[config.mk]
export PLATFORM = sky130hd
export DESIGN_NAME = montador_digitos
export DESIGN_NICKNAME = d
export VERILOG_FILES = /design/src/rtl/montador_digitos_pkg.sv /design/src/rtl/montador_digitos_tick.sv /design/src/rtl/montador_digitos.sv
export SDC_FILE = /design/constraint.sdc
export NUM_CORES = 1
export LEC_CHECK = 0
export ABC_AREA = 1
export CORE_UTILIZATION = 50
export CTS_CLUSTER_DIAMETER = 80
export CTS_CLUSTER_SIZE = 28
export DETAILED_ROUTE_END_ITERATION = 16
export GPL_TIMING_DRIVEN = 0
export HOLD_SLACK_MARGIN = 0.05
export PLACE_DENSITY = 0.72
export SLEW_MARGIN = 20
export SYNTH_ARGS = -nofsm -noshare
export SYNTH_HDL_FRONTEND = slang
export SYNTH_HIERARCHICAL = 1
export SYNTH_SLANG_ARGS = --single-unit
[constraint.sdc]
create_clock -name clk -period 5.2 [get_ports clk]
set_clock_uncertainty 0.15 [all_clocks]
set_input_delay 0.78 -clock clk [delete_from_list [all_inputs] [get_ports clk]]
set_output_delay 0.78 -clock clk [all_outputs]
set_load 0.05 [all_outputs]
[src/rtl/montador_digitos_pkg.sv]
// Shared types and constants for the keypad digit assembler.
// Defines the packet type, key codes and command packets.
package montador_digitos_pkg;

    localparam int MAX_DIG = 20;

    typedef logic [MAX_DIG-1:0][3:0] senhaPac_t;

    typedef enum logic [1:0] {
        VAZIO,
        DIGITANDO,
        EMITE
    } estado_t;

    localparam logic [3:0] DIG_VAZIO   = 4'hF;
    localparam logic [3:0] TECLA_ASTER = 4'hA;
    localparam logic [3:0] TECLA_HASH  = 4'hB;

    localparam senhaPac_t PAC_VAZIO   = {MAX_DIG{4'hF}};
    localparam senhaPac_t PAC_VOLTA   = {MAX_DIG{4'hB}};
    localparam senhaPac_t PAC_TIMEOUT = {MAX_DIG{4'hE}};

endpackage

[src/rtl/montador_digitos_tick.sv]
// Free-running 1 ms strobe generator with synchronous clear.
// Ports: clk, rst (async active-low), clear, tick (1 cycle per ms).
module montador_digitos_tick #(
    parameter int CLK_HZ = 50_000_000
) (
    input  logic clk,
    input  logic rst,
    input  logic clear,
    output logic tick
);

    localparam int DIV = (CLK_HZ / 1000 > 1) ? CLK_HZ / 1000 : 2;
    localparam int PW  = $clog2(DIV);
    localparam logic [PW-1:0] LIM = PW'(DIV - 1);

    logic [PW-1:0] cnt_q;

    assign tick = (cnt_q == LIM);

    always_ff @(posedge clk or negedge rst) begin
        if (!rst) begin
            cnt_q <= '0;
        end else if (clear || tick) begin
            cnt_q <= '0;
        end else begin
            cnt_q <= cnt_q + 1'b1;
        end
    end

endmodule

[src/rtl/montador_digitos.sv]
// Keypad digit assembler: builds a 20-digit packet from key events.
// Ports: clk, rst, enable, key_value/key_valid in; packet, pulse, count out.
module montador_digitos
    import montador_digitos_pkg::*;
#(
    parameter int CLK_HZ     = 50_000_000,
    parameter int TIMEOUT_MS = 5000
) (
    input  logic       clk,
    input  logic       rst,
    input  logic       enable,
    input  logic [3:0] key_value,
    input  logic       key_valid,
    output senhaPac_t  digitos_value,
    output logic       digitos_valid,
    output logic [4:0] num_digitos
);

    localparam int TW = $clog2(TIMEOUT_MS + 1);
    localparam logic [TW-1:0] MS_LIM = TW'(TIMEOUT_MS - 1);
    localparam logic [4:0] CNT_MAX = 5'(MAX_DIG);

    estado_t   state_q;
    senhaPac_t buf_q;
    senhaPac_t shifted;
    logic [TW-1:0] ms_q;
    logic [4:0] cnt_q;
    logic tick;
    logic running;
    logic vazio;
    logic acc;
    logic is_dig;
    logic is_hash;
    logic is_aster;
    logic expire;

    assign running  = (state_q == DIGITANDO);
    assign vazio    = !running;
    // Codes 0xC-0xF are not keys: no state change, no timer reload.
    assign acc      = key_valid && enable && (key_value <= TECLA_HASH);
    assign is_dig   = acc && (key_value <= 4'h9);
    assign is_hash  = acc && (key_value == TECLA_HASH);
    assign is_aster = acc && (key_value == TECLA_ASTER);
    // A key on the expiry edge wins over the timeout.
    assign expire   = running && tick && (ms_q == MS_LIM) && !acc;
    assign shifted  = {buf_q[MAX_DIG-2:0], key_value};

    // Prescaler restarts with each key so the timeout is exact.
    montador_digitos_tick #(
        .CLK_HZ (CLK_HZ)
    ) u_tick (
        .clk   (clk),
        .rst   (rst),
        .clear (!enable || acc || !running),
        .tick  (tick)
    );

    assign num_digitos = cnt_q;

    always_ff @(posedge clk or negedge rst) begin
        if (!rst) begin
            state_q       <= VAZIO;
            buf_q         <= PAC_VAZIO;
            digitos_value <= PAC_VAZIO;
            digitos_valid <= 1'b0;
            cnt_q         <= '0;
            ms_q          <= '0;
        end else if (!enable) begin
            state_q       <= VAZIO;
            buf_q         <= PAC_VAZIO;
            digitos_value <= PAC_VAZIO;
            digitos_valid <= 1'b0;
            cnt_q         <= '0;
            ms_q          <= '0;
        end else begin
            digitos_valid <= 1'b0;
            if (acc || !running || expire) begin
                ms_q <= '0;
            end else if (tick) begin
                ms_q <= ms_q + 1'b1;
            end
            unique case (1'b1)
                is_dig: begin
                    buf_q         <= shifted;
                    digitos_value <= shifted;
                    cnt_q         <= (cnt_q == CNT_MAX) ? cnt_q : cnt_q + 1'b1;
                    state_q       <= DIGITANDO;
                end
                is_hash: begin
                    digitos_value <= buf_q;
                    digitos_valid <= 1'b1;
                    buf_q         <= PAC_VAZIO;
                    cnt_q         <= '0;
                    state_q       <= EMITE;
                end
                is_aster && vazio: begin
                    digitos_value <= PAC_VOLTA;
                    digitos_valid <= 1'b1;
                    state_q       <= EMITE;
                end
                is_aster && !vazio: begin
                    buf_q         <= PAC_VAZIO;
                    digitos_value <= PAC_VAZIO;
                    cnt_q         <= '0;
                    state_q       <= VAZIO;
                end
                expire: begin
                    digitos_value <= PAC_TIMEOUT;
                    digitos_valid <= 1'b1;
                    buf_q         <= PAC_VAZIO;
                    cnt_q         <= '0;
                    state_q       <= EMITE;
                end
                default: begin
                    digitos_value <= buf_q;
                    if (state_q == EMITE) begin
                        state_q <= VAZIO;
                    end
                end
            endcase
        end
    end

endmodule

======== Yosys cells after proc, flatten, opt, wreduce, memory -nomap -nowiden ========
Index checks and enable logic that the tools add are counted.
operators by class
  equality and inequality tests ........... 11
  reduce and logical (&&, ||, !) cells .... 21
  muxes and demuxes ....................... 16
  add/subtract/negate cells ............... 3
  order comparisons ....................... 2
operator list
  operator               count
  $pmux 80 s4            1
  $mux 80                2
  $pmux 80 s2            1
  $mux 13                3
  $add 16x1->16 const B  1
  $eq 16x16->1 const B   1
  $mux 16                1
  $add 13x1->13 const B  1
  $eq 13x13->1 const B   1
  $logic_and 1x1->1      10
  $mux 5                 2
  $pmux 5 s2             1
  $eq 4x4->1 const B     2
  $le 4x4->1 const B     2
  $pmux 2 s3             1
  $reduce_or 3->1        2
  $add 5x1->5 const B    1
  $eq 5x5->1 const B     1
  $logic_or 1x1->1       5
  $ne 5x2->1 const B     1
  $mux 2                 2
  $logic_not 1->1        3
  $ne 3x1->1 const B     1
  $ne 3x2->1 const B     1
  5 further kinds        6
word-level totals
  flip-flop bits (word level) ............. 197
  output and inout port bits .............. 86
  input bits .............................. 8
  logic and storage cells ................. 98

======== Longest topological paths before layout ========
  word-level depth ........................ 7
  mapped depth ............................ 17
  depth with buffers taken out ............ 15

======== Hierarchy ========
The synthesis kept the hierarchy.
by module, submodules not included
  module                 area each (µm²)  instances  sequential area each (µm²)  cells each
  montador_digitos       8,276.7          1          4,729.5                     811
  montador_digitos_tick  957.2            1          400.4                       122

======== Worst setup path before layout ========
No wires, ideal clock.
  path type ............................... register to register
  start ................................... reg u_tick.cnt_q[0]
  end ..................................... reg digitos_value[48] in the netlist's numbering
  data required time ...................... 4.956 ns
  library setup time ...................... 0.094 ns
  path buffers ............................ 3
  period minus slack after synthesis ...... 2.217 ns
  slack ................................... 2.983 ns
  arrival time ............................ 1.973 ns
  stages on the path, launching flop included .. 16
  path through ............................ dfrtp_1 > ha_1 > nand3_2 > nor3_1 > buf_4 > inv_2 > nor2_2 > nand2_1 > nor2_1 > nand3_2 > inv_2 > nor2_2 > buf_4 > buf_6 > nand2_1 > nand3_1
on the way
  longest elaborated chain between the ends .. 6
ends and longest elaborated chain
  element                          RTL line                     source
  from (decl)                      montador_digitos_tick.sv:16  logic [PW-1:0] cnt_q;
  from (signal assigned)           montador_digitos_tick.sv:26  cnt_q <= cnt_q + 1'b1;
  $eq 16x16->1                     montador_digitos_tick.sv:18  assign tick = (cnt_q == LIM);
  via tick                         montador_digitos.sv:28       logic tick;
  $logic_and 1x1->1 (3 in series)  montador_digitos.sv:45       assign expire = running && tick && (ms_q == MS_LIM) && !acc;
  $pmux 80 s4                      montador_digitos.sv:82       unique case (1'b1)
  $mux 80                          montador_digitos.sv:68       end else if (!enable) begin
  to (signal assigned)             montador_digitos.sv:85       digitos_value <= shifted;
  to (signal assigned)             montador_digitos.sv:90       digitos_value <= buf_q;
  to (signal assigned)             montador_digitos.sv:115      digitos_value <= buf_q;
  to (decl)                        montador_digitos.sv:14       output senhaPac_t digitos_value,
The timed path passes the listed nets, and every way through them passes these cells.
A chain may end at the register's enable or synchronous reset.

======== Final worst setup path ========
  start ................................... reg u_tick.cnt_q[0]
  end ..................................... reg digitos_value[74] in the netlist's numbering
Same word-level chain as after synthesis.

==> impl_results.rst <==
.. list-table::
   :header-rows: 1

   * - Metric
     - Value
   * - Number of buffers added by the clock tree synthesis step
     - 17
   * - Setup repair after global routing missed its margin
     - no
   * - Status
     - complete, no violations
   * - H-Tree Level Count
     - 4
   * - Number of antenna violations at the first check in global routing
     - 0
   * - CP Max Fanout
     - 10
   * - Via count of the first global-routing pass
     - 6363
   * - Worst slew margin relative to its limit
     - 63.0%
   * - All-layer global routing usage
     - 22.3%
   * - Number of placed instances with taps included
     - 1257
   * - CTS Root Buffer Type
     - clkbuf_16
   * - Pre-CTS worst setup slack
     - 2180 ps
   * - Share of the synthesized area in compound gates (AO/OA/AOI/OAI)
     - 12.9%
   * - DRC
     - 0
   * - DRT Pass-1 Iters
     - 4
   * - Total number of clock tree sinks
     - 197
   * - Number of maximum-capacitance violations
     - 0
   * - Final hold viol count
     - 0
   * - Diode insertion count for antenna repair
     - 0
   * - Slew Viols, Final
     - 0
   * - Power Dens Cells
     - 318 mW/mm²
   * - Post CTS Setup Buffer Count
     - 0
   * - Die width
     - 138 µm
   * - Total negative setup slack
     - 0 ps
   * - Period utilisation layout
     - 53.1%
   * - Synth async-reset ratio
     - 100%
   * - Dominant register cell in the synthesized netlist
     - dfstp_2
   * - Overall overflow remaining after global route
     - 0
   * - NumNets Final
     - 1059
   * - Number of standard cells after synthesis
     - 933
   * - Number of nets with antenna violations after detailed routing
     - 0
   * - Class of the most critical hold timing path
     - reg -> reg
   * - Clock latency reported for the late side of the worst-skew pair
     - 430 ps
   * - Post-synthesis sequential element count
     - 197
   * - Kind of start point of the critical path
     - flip-flop
   * - Global-route wire length before repair
     - 32.4 mm
   * - Data required time of the critical path
     - 5380 ps
   * - Area of all placed cells without fillers
     - 0.0111 mm²
   * - Aggregate routed wire length
     - 19.8 mm
   * - Leading cell type in the layout, fill and taps excluded
     - dfstp_2
   * - Proportion of layout cells with a drive suffix above 1
     - 31.7%
   * - # resized after CTS
     - 0
   * - Measured slew at the worst slew-check pin
     - 555 ps
   * - Worst vdd rail ir drop
     - 0.253 mV
   * - Number of rows created at floorplan
     - 49
   * - Combinational family with the most area after synthesis
     - simple AND/OR/NAND/NOR gates
   * - Net Count, Synth
     - 945
   * - Number of design-rule violations left by the first detailed-router iteration
     - 499
   * - Final worst setup slack
     - 2440 ps
   * - Highest-count cells in the layout ignoring fill and taps
     - 160 x dfstp_2, 155 x nand2_1, 152 x inv_1
   * - Maximum root-to-sink buffer count
     - 2
   * - Total power after layout
     - 3530 µW
   * - Post-place instance area
     - 0.0105 mm²
   * - Maximum clock rate
     - 362 MHz
   * - # setup viols final
     - 0
   * - Total number of vias
     - 6686
   * - YS warnings
     - 6
   * - Core footprint
     - 0.0180 mm²
   * - Placer Congestion
     - 0.822
   * - Synth Area per Inst
     - 9.90 µm²
   * - CTS clock-pin slew for the worst setup and hold paths
     - 70 ps
   * - Category of the most critical setup path
     - reg -> reg
   * - Arrival time at the worst endpoint
     - 2940 ps
   * - Area of the die
     - 0.0190 mm²
   * - Average wire length per cell after detail routing
     - 15.4 µm
   * - Count of flip-flops with a built-in enable after synthesis
     - 0
   * - Xor/xnor cell area share of the yosys netlist
     - 1.33%
   * - Sum of net half-perimeters after detailed placement
     - 13.6 mm
   * - Post-synth design cell area
     - 0.00923 mm²
   * - CTS tree
     - built
   * - Adder-cell share of the synthesized area
     - 0.542%
   * - Portion of the post-synthesis area used by sequential elements
     - 55.6%
   * - Mux share of post-synthesis cell area
     - 0%
   * - Via-per-instance ratio
     - 5.19
   * - Number of hold buffers added after CTS
     - 0
   * - Die H
     - 138 µm
   * - Synth Area in Simple Gates
     - 19.8%
   * - Leakage power figure
     - 0.00503 µW
   * - Count of buffers from port buffering
     - 93
   * - Pin count of the biggest net entering global routing
     - 82
   * - Sort of element at the end of the critical path
     - flip-flop
   * - Num ports
     - 94
   * - Area grow syn2layout
     - 20.4%
   * - Post-synth cell types
     - 37
   * - Shortest clock period the worst path allows after layout
     - 2760 ps
   * - Number of non-filler instances in the completed layout
     - 1289
   * - Initial standard-cell utilization of the core
     - 51.2%
## report_power, final
| part | switching [µW] | leakage, µW | total (µW) | internal (µW) |
|---|---|---|---|---|
| clock network | 605 | 0.000297 | 1340 | 736 |
| registers | 29.7 | 0.00220 | 1690 | 1660 |
| logic | 350 | 0.00253 | 503 | 153 |
## metal layers
layer | track usage, % | wire length, µm
met5 | 0 | 0
met4 | 7.61 | 296
met3 | 3.29 | 653
met2 | 34.4 | 9530
met1 | 32.1 | 9320
## final cells by class
class | count | area (µm²)
Buffer | 49 | 299
Clock buffer | 18 | 439
Clock inverter | 14 | 165
Fill cell | 1479 | 6910
Inverter | 161 | 607
Multi-Input combinational cell | 526 | 3200
Sequential cell | 197 | 5130
Tap cell | 229 | 287
Timing Repair Buffer | 95 | 991
## state kept, by name, summed over array words and instances, names as in the netlist
name	count
ms_q	13
state_q	2
u_tick/cnt_q	16
num_digitos	5
digitos_valid	1
digitos_value	80
buf_q	80
## cell families (layout without fill, tap and decap cells)
group / Yosys count / count (layout)
DFF: 197 / 197
AOI/OAI and AO/OA: 122 / 122
buffers and inverters: 210 / 337
adders and majority gates: 4 / 4
xor gates and xnor gates: 14 / 14
and+or+nand+nor: 386 / 386
## per-stage QoR
stage	util, %	hold slack (ps)
2_1_floorplan	-	296
3_3_place_gp	58.0	314
3_5_place_dp	58.3	305
4_1_cts	61.7	328
5_1_grt	61.7	343
6_report	61.7	328
## worst max-delay path, stage by stage (launching register included)
cell,delay (ps)
dfrtp_1,410
ha_1,230
nand3_2,170
nor3_1,340
buf_4,230
inv_2,80
nor2_2,100
nand2_1,70
nor2_2,140
nand3_4,170
clkbuf_1,320
o2111ai_1,250
## path summary, 6_finish.rpt
kind | startpoint | to | slack (ps) | cells past startpoint
worst max-delay path | u_tick/cnt_q[0] | digitos_value[74] | 2440 | 11
worst min-delay path | buf_q[78] | digitos_value[78] | 330 | 2
worst max register to register | u_tick/cnt_q[0] | digitos_value[74] | 2440 | 11
worst min register to register | buf_q[78] | digitos_value[78] | 330 | 2
max in group asynchronous | rst | digitos_value[79] | 4010 | 2
min in group asynchronous | rst | buf_q[49] | 440 | 1
## Yosys cell counts (2+ instances only)
master	n	area (µm²)
dfstp_2	160	4200
nand2_1	155	582
inv_1	152	571
nor2_1	105	394
o211ai_2	51	638
o2111ai_1	41	359
nand3_1	39	195
dfrtp_1	37	926
nand4_1	31	194
nand3_2	21	210
clkbuf_1	20	75.1
nor2_2	18	113
buf_2	16	80.1
xor2_1	10	87.6
buf_6	9	101
o211ai_1	9	67.6
a21oi_1	8	40.0
inv_2	7	26.3
nand2_2	6	37.5
o21ai_0	5	25.0
ha_1	4	50.1
nor3_1	4	20.0
xnor2_1	4	35.0
a211oi_1	3	22.5
buf_4	3	22.5
nand2_4	2	22.5
nand3_4	2	35.0
o21ai_1	2	10.0
Note: power is estimated with default switching activity, not from simulation.
==> edit: new RTL, config.mk and constraints unchanged <==
The package constant `MAX_DIG` goes from 20 to 40.
--- a/src/rtl/montador_digitos_pkg.sv
+++ b/src/rtl/montador_digitos_pkg.sv
@@ -4,3 +4,3 @@
 
-    localparam int MAX_DIG = 20;
+    localparam int MAX_DIG = 40;
 
Interface: changed (resized digitos_value); port bits go from 94 to 174. The function was not compared with the original's and may differ.
==> edit against the unedited design <==
  * Routed wire length is 62% higher
  * Design area is 59% higher
  * Via count rose by 58%
  * Cell count grew 53%
  * Power up 55%
  * Count of clock-buffer cells in the layout rose by 1
  * Synthesized area is 61% higher
  * Synthesized cell count is 48% higher
  * Maximum frequency is 7.6% lower
  * Setup slack lost 0.23 ns
  * Utilization down 0.72 points
  * Clock power grew 12%
  * Sequential cell count is 160 higher
  * Largest power group unchanged
==> edit: results (changes against the unedited design) <==
stage,metric,value,unit,change
synthesis,fraction of the yosys area taken by sequential cells,62.7,%,+7.1 points
cts,maximum level of the CTS H-tree,1,,-3
power,peak supply drop,0.000265,V,+4.7%
placement,# port buffers,173,,+86%
hold_path,startpoint of the most critical hold path,u_tick/cnt_q[0],,
placement,total half-perimeter wirelength after legalization and detailed placement,21900,µm,+61%
placement,instance count after placement with tap cells included,1945,,+55%
global_route,vias in the first global route,10400,,+63%
global_route,maximum number of pins on one net before global-route repair,107,,+30%
finish,share of final-layout standard cells stronger than drive strength 1,30.5,%,-1.2 points
route,number of search-and-repair iterations in the first detailed-routing pass,7,,+3
finish,registers with the most flip-flops,"buf_q (160), digitos_value (160), u_tick/cnt_q (16)",,
cts,maximum count of clock buffers along a single path,3,,+1
cts,number of hold buffers added after CTS,1,,+1
route,violation count after the first detailed-route iteration,816,,+64%
synthesis,area share of xor/xnor cells in the synthesized design,0.824,%,-0.50 points
synthesis,most numerous cell types in the synthesized netlist,"dfstp_2, nand2_1, o211ai_1",,
placement,Placed Instance Area,17200,µm²,+63%
route,routed wire length,32100,µm,+62%
power,Leak,0.00791,µW,+57%
route,DR vias/cell,5.35,,+3.2%
setup_path,maximum fanout along the worst path,10,,unchanged
finish,Final nets,1593,,+50%
global_route,wire length of the first global-routing pass,53200,µm,+64%
synthesis,compound-gate portion of the synthesized area,13.6,%,+0.69 points
cts,worst skew pair latency,0.52,ns,+0.09 ns
synthesis,Synth Instances,1385,,+48%
placement,GPL Wtd Cong,0.797,,-3.0%
status,status,finished clean,,
setup_path,biggest cell delay along the critical path,0.60,ns,+0.19 ns
global_route,global-route usage over all layers,21.5,%,-0.77 points
cts,"CTS clk-pin slew, worst paths",0.10,ns,+0.03 ns
synthesis,Yosys cell types,34,,-8.1%
synthesis,leading cell types by total area after synthesis,"dfstp_2, o211ai_1, nand2_1",,
synthesis,post-synthesis adder-cell area fraction,0.336,%,-0.21 points
synthesis,area share of the largest cell type after synthesis,56.5,%,+11 points
setup_path,CP arrival,3.27,ns,+0.33 ns
route,WL per Instance,16.3,µm,+6.1%
setup_path,CP max stage cell,nor3_1,,
sta,Max transition margin,55.7,%,-7.3 points
==> edit: cell types whose count changed after synthesis, moves of 29 or more <==
cell       change
o211ai_2      -29
nand2_1      +159
nor2_1        -73
nand3_1       +62
o2111ai_1     -41
o211ai_1     +207
dfstp_2      +160
buf_2         +29
==> edit: layout make-up <==
class,count,area [µm²]
multi-input combinational,776,4350
timing repair buffer,177,1830
tap,384,480
inverter,165,622
sequential,357,9330
clock inverter,5,43.8
buffer,87,579
fill,2357,11300
clock buffer,19,443
==> edit: final timing paths <==
kind                                 endpoint  slack, ns  cells after the start
setup / recovery           digitos_value[151]       2.21                     10
hold / removal                u_tick/cnt_q[0]       0.34                      1
setup reg to reg           digitos_value[151]       2.21                     10
hold reg to reg               u_tick/cnt_q[0]       0.34                      1
max in group asynchronous           buf_q[70]       2.93                      4
min in group asynchronous     u_tick/cnt_q[0]       0.66                      2
==> edit: logic make-up (layout without fill, tap and decap cells) <==
family,count (synthesis),after routing
AND/OR/NAND/NOR,496,496
XOR/XNOR,14,14
adder cells (fa/ha/maj),4,4
buffers and inverters,252,453
AO/OA/AOI/OAI,262,262
flip-flops,357,357
==> edit: through the flow <==
stage | utilization (%) | setup WS [ns] | power [µW]
6_report | 60.9 | 2.21 | 5480
5_1_grt | 60.9 | 1.90 | 5710
4_1_cts | 60.9 | 2.20 | 5540
3_5_place_dp | 59.2 | 1.98 | 4030
3_3_place_gp | 58.9 | -11.41 | 4000
2_1_floorplan | - | 2.78 | 3710
==> edit: layer usage <==
| layer | vias up | track usage (%) | share of wire [%] |
|---|---|---|---|
| li1 | 5016 | - | - |
| met1 | 5219 | 31.4 | 47 |
| met2 | 275 | 34.1 | 46 |
| met3 | 32 | 3.76 | 5.5 |
| met4 | 0 | 4.20 | 1.5 |
| met5 | - | 0 | 0 |
==> edit: power by group <==
part | leakage [µW] | internal, µW | switching (µW)
Clock | 0.000243 | 629 | 869
Combinational | 0.00378 | 271 | 615
Sequential | 0.00389 | 3030 | 67.9
Total | 0.00791 | 3930 | 1550
==> edit: critical path: cells and delay by family (launching register included) <==
kind | cells | cell delay [ns]
AOI/OAI and AO/OA | 1 | 0.14
buffers and inverters | 2 | 0.40
DFF | 1 | 0.42
adders and majority gates | 1 | 0.22
and+or+nand+nor | 6 | 1.57
